### src/rtl/audio_pkg.sv
// Shared audio constants: sample widths, pacing dividers, CPU I/O addresses
// and the layout of the status word the CPU reads back.
package audio_pkg;

  localparam int AUDIO_WIDTH          = 10;
  localparam int AUDIO_SAMPLE_DIV_8K  = 6250;
  localparam int AUDIO_SAMPLE_DIV_44K = 1134;

  localparam logic [15:0] AUDIO_DATA_ADDR   = 16'd4098;
  localparam logic [15:0] AUDIO_STATUS_ADDR = 16'd4099;

  localparam int STATUS_LEVEL_LSB    = 0;
  localparam int STATUS_LEVEL_MSB    = 4;
  localparam int STATUS_FULL_BIT     = 5;
  localparam int STATUS_EMPTY_BIT    = 6;
  localparam int STATUS_UNDERRUN_BIT = 7;
  localparam int STATUS_OVERFLOW_BIT = 8;

  // Field order matches the bit positions above (overflow is bit 8).
  typedef struct packed {
    logic       overflow;
    logic       underrun;
    logic       empty;
    logic       full;
    logic [4:0] level;
  } audio_status_t;

  function automatic audio_status_t audio_status_pack(
    input logic [4:0] level,
    input logic       full,
    input logic       empty,
    input logic       underrun,
    input logic       overflow
  );
    audio_status_t s;
    s.level    = level;
    s.full     = full;
    s.empty    = empty;
    s.underrun = underrun;
    s.overflow = overflow;
    return s;
  endfunction

endpackage

### src/rtl/sample_rate_divider.sv
// Free-running period counter with a registered one-cycle tick at each wrap;
// freezes (no count, no tick) while enable is low.
module sample_rate_divider #(
  parameter int DIV = 6250
) (
  input  logic clock,
  input  logic reset,
  input  logic enable,
  output logic tick
);

  localparam int CNT_W = (DIV > 1) ? $clog2(DIV) : 1;
  localparam logic [CNT_W-1:0] LAST = CNT_W'(DIV - 1);

  logic [CNT_W-1:0] count_d, count_q;
  logic             tick_d, tick_q;

  always_comb begin
    count_d = count_q;
    tick_d  = 1'b0;
    if (enable) begin
      if (count_q == LAST) begin
        count_d = '0;
        tick_d  = 1'b1;
      end else begin
        count_d = count_q + CNT_W'(1);
      end
    end
  end

  always_ff @(posedge clock) begin
    if (reset) begin
      count_q <= '0;
      tick_q  <= 1'b0;
    end else begin
      count_q <= count_d;
      tick_q  <= tick_d;
    end
  end

  assign tick = tick_q;

endmodule

### src/rtl/audio_sample_fifo.sv
// Sample FIFO plus rate pacer feeding the PWM duty-cycle input.
// Define AUDIO_FIFO_IDLE_MIDSCALE_EN to park duty_cycle at midscale on underrun.
module audio_sample_fifo
  import audio_pkg::*;
#(
  parameter int DEPTH      = 16,
  parameter int WIDTH      = AUDIO_WIDTH,
  parameter int SAMPLE_DIV = AUDIO_SAMPLE_DIV_8K
) (
  input  logic                     clock,
  input  logic                     reset,
  input  logic                     enable,
  input  logic                     wr_en,
  input  logic [WIDTH-1:0]         wr_data,
  input  logic                     clear_flags,
  output logic [WIDTH-1:0]         duty_cycle,
  output logic                     sample_tick,
  output logic [$clog2(DEPTH):0]   level,
  output logic                     full,
  output logic                     empty,
  output logic                     underrun,
  output logic                     overflow
);

  localparam int PTR_W = $clog2(DEPTH);
  localparam int LVL_W = PTR_W + 1;
  localparam logic [LVL_W-1:0] LVL_FULL = LVL_W'(DEPTH);
`ifdef AUDIO_FIFO_IDLE_MIDSCALE_EN
  localparam logic [WIDTH-1:0] MIDSCALE = {1'b1, {(WIDTH-1){1'b0}}};
`endif

  logic             tick;
  logic             pop, push, drop, under_evt;

  logic [WIDTH-1:0] mem_d [DEPTH];
  logic [WIDTH-1:0] mem_q [DEPTH];
  logic [PTR_W-1:0] wr_ptr_d, wr_ptr_q;
  logic [PTR_W-1:0] rd_ptr_d, rd_ptr_q;
  logic [LVL_W-1:0] level_d, level_q;
  logic             full_d, full_q;
  logic             empty_d, empty_q;
  logic [WIDTH-1:0] duty_d, duty_q;
  logic             underrun_d, underrun_q;
  logic             overflow_d, overflow_q;

  sample_rate_divider #(
    .DIV (SAMPLE_DIV)
  ) u_divider (
    .clock  (clock),
    .reset  (reset),
    .enable (enable),
    .tick   (tick)
  );

  // A pop frees a slot in the same cycle, so a push against a full FIFO
  // is still accepted when it coincides with a tick.
  assign pop       = tick & ~empty_q;
  assign push      = wr_en & (~full_q | pop);
  assign drop      = wr_en & full_q & ~pop;
  assign under_evt = tick & empty_q;

  always_comb begin
    mem_d      = mem_q;
    wr_ptr_d   = wr_ptr_q;
    rd_ptr_d   = rd_ptr_q;
    level_d    = level_q;
    duty_d     = duty_q;
    underrun_d = under_evt | (underrun_q & ~clear_flags);
    overflow_d = drop | (overflow_q & ~clear_flags);

    if (push) begin
      mem_d[wr_ptr_q] = wr_data;
      wr_ptr_d        = wr_ptr_q + PTR_W'(1);
    end

    if (pop) begin
      duty_d   = mem_q[rd_ptr_q];
      rd_ptr_d = rd_ptr_q + PTR_W'(1);
    end
`ifdef AUDIO_FIFO_IDLE_MIDSCALE_EN
    else if (under_evt) begin
      duty_d = MIDSCALE;
    end
`endif

    case ({push, pop})
      2'b10:   level_d = level_q + LVL_W'(1);
      2'b01:   level_d = level_q - LVL_W'(1);
      default: level_d = level_q;
    endcase

    full_d  = (level_d == LVL_FULL);
    empty_d = (level_d == '0);
  end

  always_ff @(posedge clock) begin
    if (reset) begin
      wr_ptr_q   <= '0;
      rd_ptr_q   <= '0;
      level_q    <= '0;
      full_q     <= 1'b0;
      empty_q    <= 1'b1;
      duty_q     <= '0;
      underrun_q <= 1'b0;
      overflow_q <= 1'b0;
    end else begin
      wr_ptr_q   <= wr_ptr_d;
      rd_ptr_q   <= rd_ptr_d;
      level_q    <= level_d;
      full_q     <= full_d;
      empty_q    <= empty_d;
      duty_q     <= duty_d;
      underrun_q <= underrun_d;
      overflow_q <= overflow_d;
    end
  end

  // Storage needs no reset: the pointers and level already discard it.
  always_ff @(posedge clock) begin
    mem_q <= mem_d;
  end

  assign duty_cycle  = duty_q;
  assign sample_tick = tick;
  assign level       = level_q;
  assign full        = full_q;
  assign empty       = empty_q;
  assign underrun    = underrun_q;
  assign overflow    = overflow_q;

endmodule

### config.mk
export PLATFORM = sky130hd
export DESIGN_NAME = audio_sample_fifo
export DESIGN_NICKNAME = d
export VERILOG_FILES = /design/src/rtl/audio_pkg.sv /design/src/rtl/sample_rate_divider.sv /design/src/rtl/audio_sample_fifo.sv
export SDC_FILE = /design/constraint.sdc
export NUM_CORES = 1
export LEC_CHECK = 0
export CORE_ASPECT_RATIO = 0.75
export CORE_MARGIN = 2
export CORE_UTILIZATION = 30
export CTS_CLUSTER_DIAMETER = 120
export DETAILED_ROUTE_END_ITERATION = 10
export PLACE_DENSITY_LB_ADDON = 0.3
export SKIP_CTS_REPAIR_TIMING = 1
export SLEW_MARGIN = 40
export SYNTH_ARGS = -nofsm -noshare
export SYNTH_HDL_FRONTEND = slang
export SYNTH_SLANG_ARGS = --single-unit
### constraint.sdc
create_clock -name clock -period 7.65 [get_ports clock]
set_clock_uncertainty 0.15 [all_clocks]
set_input_delay 1.1475 -clock clock [delete_from_list [all_inputs] [get_ports clock]]
set_output_delay 1.1475 -clock clock [all_outputs]
set_load 0.03 [all_outputs]
==> results.md, run 1 <==
* fraction of layout instances using a drive strength above 1: 16.6%
* Yosys cell types: 47
* clock transition time at the flip-flop clock pins of the worst setup and hold paths: 0.06 ns
* clock buffers created by TritonCTS: 21
* Final Non-Filler Cells: 880
* synthesis-to-layout area growth: 17.1%
* dpl cells: 843
* cells on worst reg2reg path: 11
* number of nets still failing antenna checks after routing: 0
* worst vdd ir: 0.200 mV
* vias per inst: 4.73
* leakage power of the design: 3.03 nW
* sequential fraction of the synthesis area: 70.0%
* number of endpoints failing setup at the final stage: 0
* class of the most critical setup path: input port to flop
* share of the synthesized area in the top cell type: 59.8%
* hpwl dp: 10500 um
* Critical Path Most Common Cell: sky130_fd_sc_hd__ha_1
* I/O pin cnt: 35
* global-route total usage across every layer: 12.3%
* WL per Instance: 19.1 um
* data arrival time of the worst path: 3.79 ns
* largest stage delay on the critical path: 0.47 ns
* number of DRC violations after detailed-routing iteration 0: 304
* Power per Cell Area: 237 nW/um^2
* CP Buf/Inv Count: 2
* Floorplan Core Area: 26200 um^2
* synthesis-stage register bit count: 201
* Antenna diodes: 0
* Nets: 547
* antenna violations before repair: 0
* via count of the routed design: 4160
* total standard cell area after synthesis: 8040 um^2
* most frequent cell after synthesis: sky130_fd_sc_hd__edfxtp_1
* vias in the first global route: 4268
* outcome: finished, final reports clean
* Bufs on Longest Clock Path: 3
* Highest Clock Rate: 0.282 GHz
* largest area contributor in the netlist: sky130_fd_sc_hd__edfxtp_1
* x dimension of the die: 193 um
* family with the most delay on the worst path: buffers and inverters
* setup repair after global routing missed its margin: false
* number of stages on the worst setup path: 11
* async set or reset register ratio after synthesis: 0%
* required time of the worst setup path: 7.90 ns
* site row count: 51
* hold-critical path depth: 2
* Clock Sinks: 201
* shortest period the worst path allows: 3.54 ns
* Crit-path slowest cell: sky130_fd_sc_hd__clkdlybuf4s50_1
* most used standard cells in the synthesized netlist: 160 x sky130_fd_sc_hd__edfxtp_1, 52 x sky130_fd_sc_hd__nor2_1, 41 x sky130_fd_sc_hd__dfxtp_1, 25 x sky130_fd_sc_hd__a21oi_1, 24 x sky130_fd_sc_hd__mux4_2
* clock tree from TritonCTS: yes
* final core area utilization: 36.0%
* Tightest Pin Transition: 0.814 ns
* warnings from Yosys: 0
* 1st-pass router iterations: 4
* Worst setup EP type: flop
* maximum level of the CTS H-tree: 1
* post-synthesis cell count: 473
* power consumption: 2.23 mW
* clock latency on the worst-skew pair: 0.49 ns
* maxcap violations: 0
* gp weighted congestion: 0.764
* worst-case setup slack after placement: 3.56 ns
* Clock Tree Root: sky130_fd_sc_hd__clkbuf_16
* sequence of cells on the critical path: clkdlybuf4s50_1 > a21boi_2 > inv_1 > ha_1 > xor2_1 > ha_1 > a21oi_1 > xnor2_1 > nor2_1 > mux2i_1 > nor4bb_1
* final slew viol count: 0
* HP Class: flop to flop
* post-detailed-routing wire length: 16800 um
* worst slew margin relative to its limit: 45.5%
* Die Y-Extent: 146 um
* DR DRC count: 0
* share of the clock period used by the worst path after layout: 46.3%
* top_reg_cell synth: sky130_fd_sc_hd__edfxtp_1
* minimum setup slack in the final design: 4.11 ns
* final setup TNS: 0 ns
* area after detailed placement: 8750 um^2
* number of failing hold endpoints at the final stage: 0
* Post-synth EDFFs: 160
* number of buffers inserted by port buffering: 34
* initial standard-cell utilization of the core: 30.7%
* global-route wire length before repair: 25800 um
* net count after synthesis: 498
* synthesized area per cell: 17.0 um^2
* element type at the critical path start: input port
* grt ovf: 0
* post-route cell area: 9410 um^2
* die area: 28100 um^2
* largest net degree at the start of global routing: 44
* largest fanout on the critical path: 9
* worst hold margin: 0.315 ns
* cells taking the most area after synthesis: sky130_fd_sc_hd__edfxtp_1 60%, sky130_fd_sc_hd__dfxtp_1 10%, sky130_fd_sc_hd__mux4_2 6.7%, sky130_fd_sc_hd__mux4_1 5.6%, sky130_fd_sc_hd__nor2_1 2.4%
==> cells by family (layout without fill, tap and decap cells) <==
| kind of cell | after synthesis | after routing | share of synthesized area, % |
|---|---|---|---|
| muxes | 44 | 44 | 12.7 |
| DFF | 201 | 201 | 70.0 |
| buffers and inverters | 32 | 95 | 2.74 |
| xor gates and xnor gates | 22 | 22 | 2.40 |
| AOI/OAI and AO/OA | 55 | 55 | 4.45 |
| adders and majority gates | 10 | 10 | 1.56 |
| and+or+nand+nor | 109 | 109 | 6.18 |
==> power breakdown <==
part	total, mW	switching, mW	leakage, nW	internal [mW]
clock	0.962	0.406	0.330	0.557
combinational	0.0692	0.0432	0.923	0.0260
sequential	1.20	0.00753	1.78	1.19
==> flip-flops by register name (all words and copies together), names as in the netlist <==
name / count
duty_cycle: 10
empty: 1
full: 1
level: 5
mem_q: 160
overflow: 1
rd_ptr_q: 4
u_divider.count_q: 13
u_divider.tick: 1
underrun: 1
wr_ptr_q: 4
==> cell usage in the layout, fill, tap and decap left out, types with 10 or more instances in the layout <==
cell / instances
sky130_fd_sc_hd__a21oi_1: 25
sky130_fd_sc_hd__clkdlybuf4s50_1: 34
sky130_fd_sc_hd__clkbuf_16: 21
sky130_fd_sc_hd__a22oi_1: 19
sky130_fd_sc_hd__nand2_1: 22
sky130_fd_sc_hd__ha_1: 10
sky130_fd_sc_hd__mux4_2: 24
sky130_fd_sc_hd__mux4_1: 17
sky130_fd_sc_hd__nor2_1: 47
sky130_fd_sc_hd__edfxtp_1: 160
sky130_fd_sc_hd__buf_4: 14
sky130_fd_sc_hd__dfxtp_1: 40
sky130_fd_sc_hd__xor2_1: 15
==> final timing paths <==
| path | from | endpoint | slack [ns] |
|---|---|---|---|
| setup / recovery | wr_en | full$_SDFF_PP0_ | 4.11 |
| hold / removal | duty_cycle[9]$_SDFFE_PP0P_ | duty_cycle[9]$_SDFFE_PP0P_ | 0.32 |
| setup reg to reg | empty$_SDFF_PP1_ | full$_SDFF_PP0_ | 4.34 |
| hold reg to reg | duty_cycle[9]$_SDFFE_PP0P_ | duty_cycle[9]$_SDFFE_PP0P_ | 0.32 |
==> layout make-up <==
cell class	count	area (um^2)
clock inverter	13	95.1
fill	2435	16700
multi-input combinational	240	2210
tap	344	430
inverter	9	33.8
sequential	201	5630
timing repair buffer	49	457
clock buffer	24	557
==> routing by layer <==
| layer | global-route usage (%) | up-vias | share of wire, % |
|---|---|---|---|
| li1 | - | 1945 | - |
| met1 | 18.1 | 2074 | 45 |
| met2 | 18.7 | 118 | 45 |
| met3 | 2.53 | 23 | 8.6 |
| met4 | 3.07 | 0 | 2.0 |
| met5 | 0 | - | 0 |
==> worst reg2reg max path: cells and delay by family (launching register included) <==
family                   cells  cell delay [ns]
adder cells (fa/ha/maj)      2             0.50
AND/OR/NAND/NOR              3             0.91
buffers and inverters        1             0.12
AO/OA/AOI/OAI                2             0.68
flip-flops                   1             0.34
XOR/XNOR                     2             0.28
multiplexers                 1             0.25
Note: power is estimated with default switching activity, not from simulation.
==> inputs of run 2 (changes only) <==
==> constraint.sdc (replaced) <==
create_clock -name clock -period 3.2 [get_ports clock]
set_clock_uncertainty 0.15 [all_clocks]
set_input_delay 0.48 -clock clock [delete_from_list [all_inputs] [get_ports clock]]
set_output_delay 0.48 -clock clock [all_outputs]
set_load 0.03 [all_outputs]
==> run 2 against run 1 <==
  * Core utilization up 0.37 points
  * Count of clock-buffer cells in the layout did not move
  * Clock power rose by 140%
  * Highest routed layer unchanged
  * Critical path type is now flop to flop
  * Global-route usage grew 0.29 points
==> results.md, run 2 (same netlist as run 1, synthesis figures left out) <==
* maxcap violations: 0, unchanged
* I/O pin cnt: 35, unchanged
* 1st-pass router iterations: 4, unchanged
* class of the most critical setup path: flop to flop
* final slew viol count: 0, unchanged
* clock latency on the worst-skew pair: 0.51 ns, +0.02 ns
* outcome: finished, final reports clean
* Nets: 566, +3.5%
* clock buffers created by TritonCTS: 21, unchanged
* register bank with the most flops: mem_q
* number of stages on the worst setup path: 10, -1
* maximum level of the CTS H-tree: 1, unchanged
* post-detailed-routing wire length: 17200 um, +2.3%
* vias per inst: 4.78, +1.1%
* global-route wire length before repair: 26500 um, +2.8%
* number of endpoints failing setup at the final stage: 0, unchanged
* number of failing hold endpoints at the final stage: 0, unchanged
* DR DRC count: 0, unchanged
* x dimension of the die: 193 um, unchanged
* Highest Clock Rate: 0.340 GHz
* clock transition time at the flip-flop clock pins of the worst setup and hold paths: 0.06 ns, about the same
* dpl cells: 862, +2.3%
* synthesis-to-layout area growth: 18.3%
* number of DRC violations after detailed-routing iteration 0: 391, +29%
* cells on worst reg2reg path: 10, -1
* Antenna diodes: 0, unchanged
* leading cell types in the layout, fill and taps excluded: 160 x sky130_fd_sc_hd__edfxtp_1, 52 x sky130_fd_sc_hd__nor2_1, 40 x sky130_fd_sc_hd__dfxtp_1, 34 x sky130_fd_sc_hd__clkdlybuf4s50_1, 34 x sky130_fd_sc_hd__buf_4
* reg2reg start: empty$_SDFF_PP1_
* required time of the worst setup path: 3.44 ns, -4.46 ns
* Floorplan Core Area: 26200 um^2, unchanged
* Worst setup EP type: flop
* WL per Instance: 19.1 um, +0.13%
* family with the most delay on the worst path: simple AND/OR/NAND/NOR gates
* Die Y-Extent: 146 um, unchanged
* HP Class: flop to flop
* largest fanout on the critical path: 7, -2
* shortest period the worst path allows: 2.94 ns
* number of buffers inserted by port buffering: 34, unchanged
* data arrival time of the worst path: 3.19 ns, -0.60 ns
* clock tree from TritonCTS: yes
* largest net degree at the start of global routing: 29, -34%
* site row count: 51, unchanged
* sequence of cells on the critical path: nand2b_1 > inv_1 > ha_1 > xor2_1 > ha_1 > mux2_2 > o21ai_0 > nand3_1 > xor2_1 > nor4bb_1
* worst setup path startpoint: empty$_SDFF_PP1_
* Tightest Pin Transition: 0.690 ns, -0.124 ns
* vias in the first global route: 4375, +2.5%
* worst hold margin: 0.322 ns, +0.00668 ns
* antenna violations before repair: 0, unchanged
* die area: 28100 um^2, unchanged
* number of nets still failing antenna checks after routing: 0, unchanged
* hpwl dp: 11600 um, +10%
* largest stage delay on the critical path: 0.35 ns, -0.12 ns
* fraction of layout instances using a drive strength above 1: 17.5%, +0.87 points
* Bufs on Longest Clock Path: 3, unchanged
* leakage power of the design: 3.11 nW, +2.5%
* gp weighted congestion: 0.775, +1.5%
* area after detailed placement: 8880 um^2, +1.4%
* worst slew margin relative to its limit: 53.9%, +8.4 points
* worst vdd ir: 0.329 mV, +64%
* CP Buf/Inv Count: 1, -1
* setup repair after global routing missed its margin: false
* grt ovf: 0, unchanged
* Clock Tree Root: sky130_fd_sc_hd__clkbuf_16
* power consumption: 5.32 mW, +140%
* Crit-path slowest cell: sky130_fd_sc_hd__mux2_2
* element type at the critical path start: flop
* Clock Sinks: 201, unchanged
* hold-critical path depth: 2, unchanged
* most common cell after layout, fill and taps aside: sky130_fd_sc_hd__edfxtp_1
* global-route total usage across every layer: 12.6%, +0.29 points
* number of flip-flops in the largest register: 160, unchanged
* beginning of the worst hold path: duty_cycle[9]$_SDFFE_PP0P_
* initial standard-cell utilization of the core: 30.7%, unchanged
* Power per Cell Area: 560 nW/um^2, +140%
* post-route cell area: 9510 um^2, +1.0%
* via count of the routed design: 4296, +3.3%
* Final Non-Filler Cells: 899, +2.2%
* share of the clock period used by the worst path after layout: 91.9%
run 2: changes by cell type in the layout (fill, tap and decap cells not counted), sizes merged:
cell      before  now
clkinvlp       1    2
clkinv        10    9
buf           15   34
run 2: final cells by class:
class | count | area (um^2)
multi-input combinational | 240 | 2190
fill | 2453 | 16700
inverter | 9 | 33.8
tap | 344 | 430
clock buffer | 24 | 537
clock inverter | 13 | 96.3
timing repair buffer | 68 | 596
sequential | 201 | 5630
run 2: per-layer routing:
| metal | routed length, um | GRT usage [%] | share of wire, % | vias up |
|---|---|---|---|---|
| met3 | 1140 | 2.10 | 6.6 | 30 |
| met5 | 0 | 0 | 0 | - |
| met4 | 335 | 2.99 | 1.9 | 0 |
| met2 | 7690 | 19.3 | 45 | 106 |
| li1 | - | - | - | 1976 |
| met1 | 8040 | 18.7 | 47 | 2184 |
run 2: worst paths after layout:
check                               endpoint  slack (ns)
setup reg to reg             full$_SDFF_PP0_        0.26
setup / recovery             full$_SDFF_PP0_        0.26
hold / removal    duty_cycle[9]$_SDFFE_PP0P_        0.32
hold reg to reg   duty_cycle[9]$_SDFFE_PP0P_        0.32
run 2: through the flow:
| step | util, % | setup TNS [ns] | worst slack [ns] |
|---|---|---|---|
| after global routing | 36.4 | 0 | 0.0793 |
| after CTS | 36.4 | 0 | 0.264 |
| after floorplan | - | 0 | 0.293 |
| after global placement | 33.9 | 0 | 0.133 |
| after detailed placement | 33.9 | -0.0669 | -0.0669 |
| final | 36.4 | 0 | 0.259 |
run 2: power breakdown:
group | total (mW) | internal [mW] | switching (mW)
clock | 2.28 | 1.29 | 0.994
combinational | 0.170 | 0.0661 | 0.104
sequential | 2.87 | 2.85 | 0.0183
total | 5.32 | 4.21 | 1.12
run 2: tightest hold or removal path: stages, from the launching register on:
cell and delay (ns):
sky130_fd_sc_hd__dfxtp_1 0.32, sky130_fd_sc_hd__nand2_1 0.05, sky130_fd_sc_hd__a21oi_1 0.05
==> inputs of run 3 (changes only) <==
--- a/config.mk
+++ b/config.mk
@@ -6,7 +6,7 @@
 export NUM_CORES = 1
 export LEC_CHECK = 0
 export CORE_ASPECT_RATIO = 0.75
-export CORE_MARGIN = 2
+export CORE_MARGIN = 4
 export CORE_UTILIZATION = 30
 export CTS_CLUSTER_DIAMETER = 120
 export DETAILED_ROUTE_END_ITERATION = 10
==> run 3 against run 2 <==
  * First-iteration DRC count down 5.6%
  * Largest cell class unchanged
  * Sequential share of layout area is 0.40 points lower
  * Register-to-register slack improved by 0.16 ns
  * Global-route usage shrank 0.82 points
  * Largest power group unchanged
  * Clock power grew 10%
  * Hold slack worse by 0.0053 ns
  * Routed wire length down 1.2%
  * Sequential power about the same
  * Non-clock buffer count fell by 4
  * Combinational power about the same
  * Count of clock-buffer cells in the layout is 1 lower
  * Via count up 0.93%
==> results.md, run 3 (same netlist as run 1, synthesis figures left out) <==
* gp weighted congestion: 0.794, +2.5%
* 1st-pass router iterations: 4, unchanged
* vias per inst: 4.84, +1.3%
* clock latency on the worst-skew pair: 0.49 ns, -0.02 ns
* Highest Clock Rate: 0.359 GHz, +5.6%
* largest net degree at the start of global routing: 44, +52%
* hpwl dp: 11200 um, -2.8%
* synthesis-to-layout area growth: 19.1%
* number of endpoints failing setup at the final stage: 0, unchanged
* class of the most critical setup path: flop to flop
* beginning of the worst hold path: duty_cycle[9]$_SDFFE_PP0P_
* final slew viol count: 0, unchanged
* leading cell types in the layout, fill and taps excluded: 160 x sky130_fd_sc_hd__edfxtp_1, 52 x sky130_fd_sc_hd__nor2_1, 40 x sky130_fd_sc_hd__dfxtp_1, 34 x sky130_fd_sc_hd__clkdlybuf4s50_1, 29 x sky130_fd_sc_hd__buf_4
* number of failing hold endpoints at the final stage: 0, unchanged
* register bank with the most flops: mem_q
* area after detailed placement: 8860 um^2, -0.20%
* number of nets still failing antenna checks after routing: 0, unchanged
* site row count: 51, unchanged
* post-route cell area: 9580 um^2, +0.68%
* Tightest Pin Transition: 0.643 ns, -0.0467 ns
* largest stage delay on the critical path: 0.34 ns, about the same
* DR DRC count: 0, unchanged
* Bufs on Longest Clock Path: 3, unchanged
* number of buffers inserted by port buffering: 34, unchanged
* die area: 29500 um^2, +4.9%
* setup repair after global routing missed its margin: false
* Hold EP: duty_cycle[9]$_SDFFE_PP0P_
* number of flip-flops in the largest register: 160, unchanged
* outcome: finished, final reports clean
* vias in the first global route: 4388, +0.30%
* Worst R2R Setup Slack: 0.41 ns, +0.16 ns
* terminus of the critical flop-to-flop path: full$_SDFF_PP0_
* element type at the critical path start: flop
* Clock Tree Root: sky130_fd_sc_hd__clkbuf_16
* required time of the worst setup path: 3.45 ns, about the same
* Floorplan Core Area: 26200 um^2, unchanged
* global-route wire length before repair: 26800 um, +1.2%
* data arrival time of the worst path: 3.04 ns, -0.15 ns
* worst slew margin relative to its limit: 57.0%, +3.0 points
* final setup TNS: 0 ns, unchanged
* Clock Sinks: 201, unchanged
* grt ovf: 0, unchanged
* clock buffers created by TritonCTS: 21, unchanged
* reg2reg start: empty$_SDFF_PP1_
* HP Class: flop to flop
* clock tree from TritonCTS: yes
* via count of the routed design: 4336, +0.93%
* worst vdd ir: 0.315 mV, -4.2%
* Die Y-Extent: 150 um, +2.7%
* shortest period the worst path allows: 2.79 ns, -0.156 ns
* I/O pin cnt: 35, unchanged
* Power per Cell Area: 580 nW/um^2, +3.6%
* maxcap violations: 0, unchanged
* sequence of cells on the critical path: nand2b_1 > inv_1 > ha_1 > xor2_1 > ha_1 > mux2_2 > o21ai_0 > nand3_1 > xor2_1 > nor4bb_1
* antenna violations before repair: 0, unchanged
* Crit-path slowest cell: sky130_fd_sc_hd__mux2_2
* hold-critical path depth: 2, unchanged
* Antenna diodes: 0, unchanged
* fraction of layout instances using a drive strength above 1: 17.2%, -0.27 points
* global-route total usage across every layer: 11.8%, -0.82 points
* largest fanout on the critical path: 7, unchanged
* WL per Instance: 19.0 um, -0.83%
* cells on worst reg2reg path: 10, unchanged
* maximum level of the CTS H-tree: 1, unchanged
* number of DRC violations after detailed-routing iteration 0: 369, -5.6%
* most common cell after layout, fill and taps aside: sky130_fd_sc_hd__edfxtp_1
* clock transition time at the flip-flop clock pins of the worst setup and hold paths: 0.06 ns, about the same
* leakage power of the design: 3.12 nW, +0.40%
* share of the clock period used by the worst path after layout: 87.0%, -4.9 points
* fill count: 2450, -0.12%
* Worst setup EP type: flop
* x dimension of the die: 197 um, +2.1%
* initial standard-cell utilization of the core: 30.7%, unchanged
* worst hold margin: 0.316 ns, -0.00533 ns
* Nets: 562, -0.71%
* post-detailed-routing wire length: 17000 um, -1.2%
-- run 3: how the worst max path moves through the flow --
stage                                    startpoint                to  slack (ns)  cells past startpoint
after floorplan           u_divider.tick$_SDFF_PP0_  empty$_SDFF_PP1_        0.29                     12
after global placement                        wr_en   full$_SDFF_PP0_        0.11                     11
after detailed placement                      wr_en   full$_SDFF_PP0_        0.06                     11
after CTS                          empty$_SDFF_PP1_   full$_SDFF_PP0_        0.43                     10
after global routing               empty$_SDFF_PP1_   full$_SDFF_PP0_        0.18                     10
final                              empty$_SDFF_PP1_   full$_SDFF_PP0_        0.41                     10
-- run 3: stage by stage --
step / util, % / std cells / power [mW] / setup slack (ns)
finish: 36.6 / 896 / 5.55 / 0.415
global route: 36.6 / 896 / 5.75 / 0.184
CTS: 36.6 / 896 / 5.62 / 0.433
detailed placement: 33.9 / 858 / 3.10 / 0.0598
global placement: 33.9 / 858 / 3.09 / 0.112
floorplan: - / 473 / 3.00 / 0.293
-- run 3: where the power goes --
group / switching [mW] / leakage [nW] / internal, mW
combinational: 0.104 / 0.997 / 0.0631
sequential: 0.0185 / 1.78 / 2.85
clock: 0.984 / 0.343 / 1.53
-- run 3: area by class of cell --
| type | instances | area [um^2] | area share (%) |
|---|---|---|---|
| multi-input cells | 240 | 2190 | 22.9 |
| clock buffers | 23 | 533 | 5.57 |
| flip-flops and latches | 201 | 5630 | 58.8 |
| well taps | 344 | 430 | 4.49 |
| inverters | 9 | 33.8 | 0.353 |
| clock inverters | 15 | 180 | 1.88 |
| repair buffers | 64 | 578 | 6.04 |
-- run 3: routing by layer --
metal / track usage, % / routed length, um
met1: 17.8 / 7830
met2: 17.7 / 7610
met3: 2.45 / 1340
met4: 2.32 / 230
met5: 0 / 0
-- run 3: worst max-delay path, delay by kind of cell (launching register included) --
family	cells	cell delay, ns
AND/OR/NAND/NOR	3	0.58
adder cells (fa/ha/maj)	2	0.55
XOR/XNOR	2	0.37
multiplexers	1	0.34
flip-flops	1	0.33
buffers and inverters	1	0.22
AO/OA/AOI/OAI	1	0.16
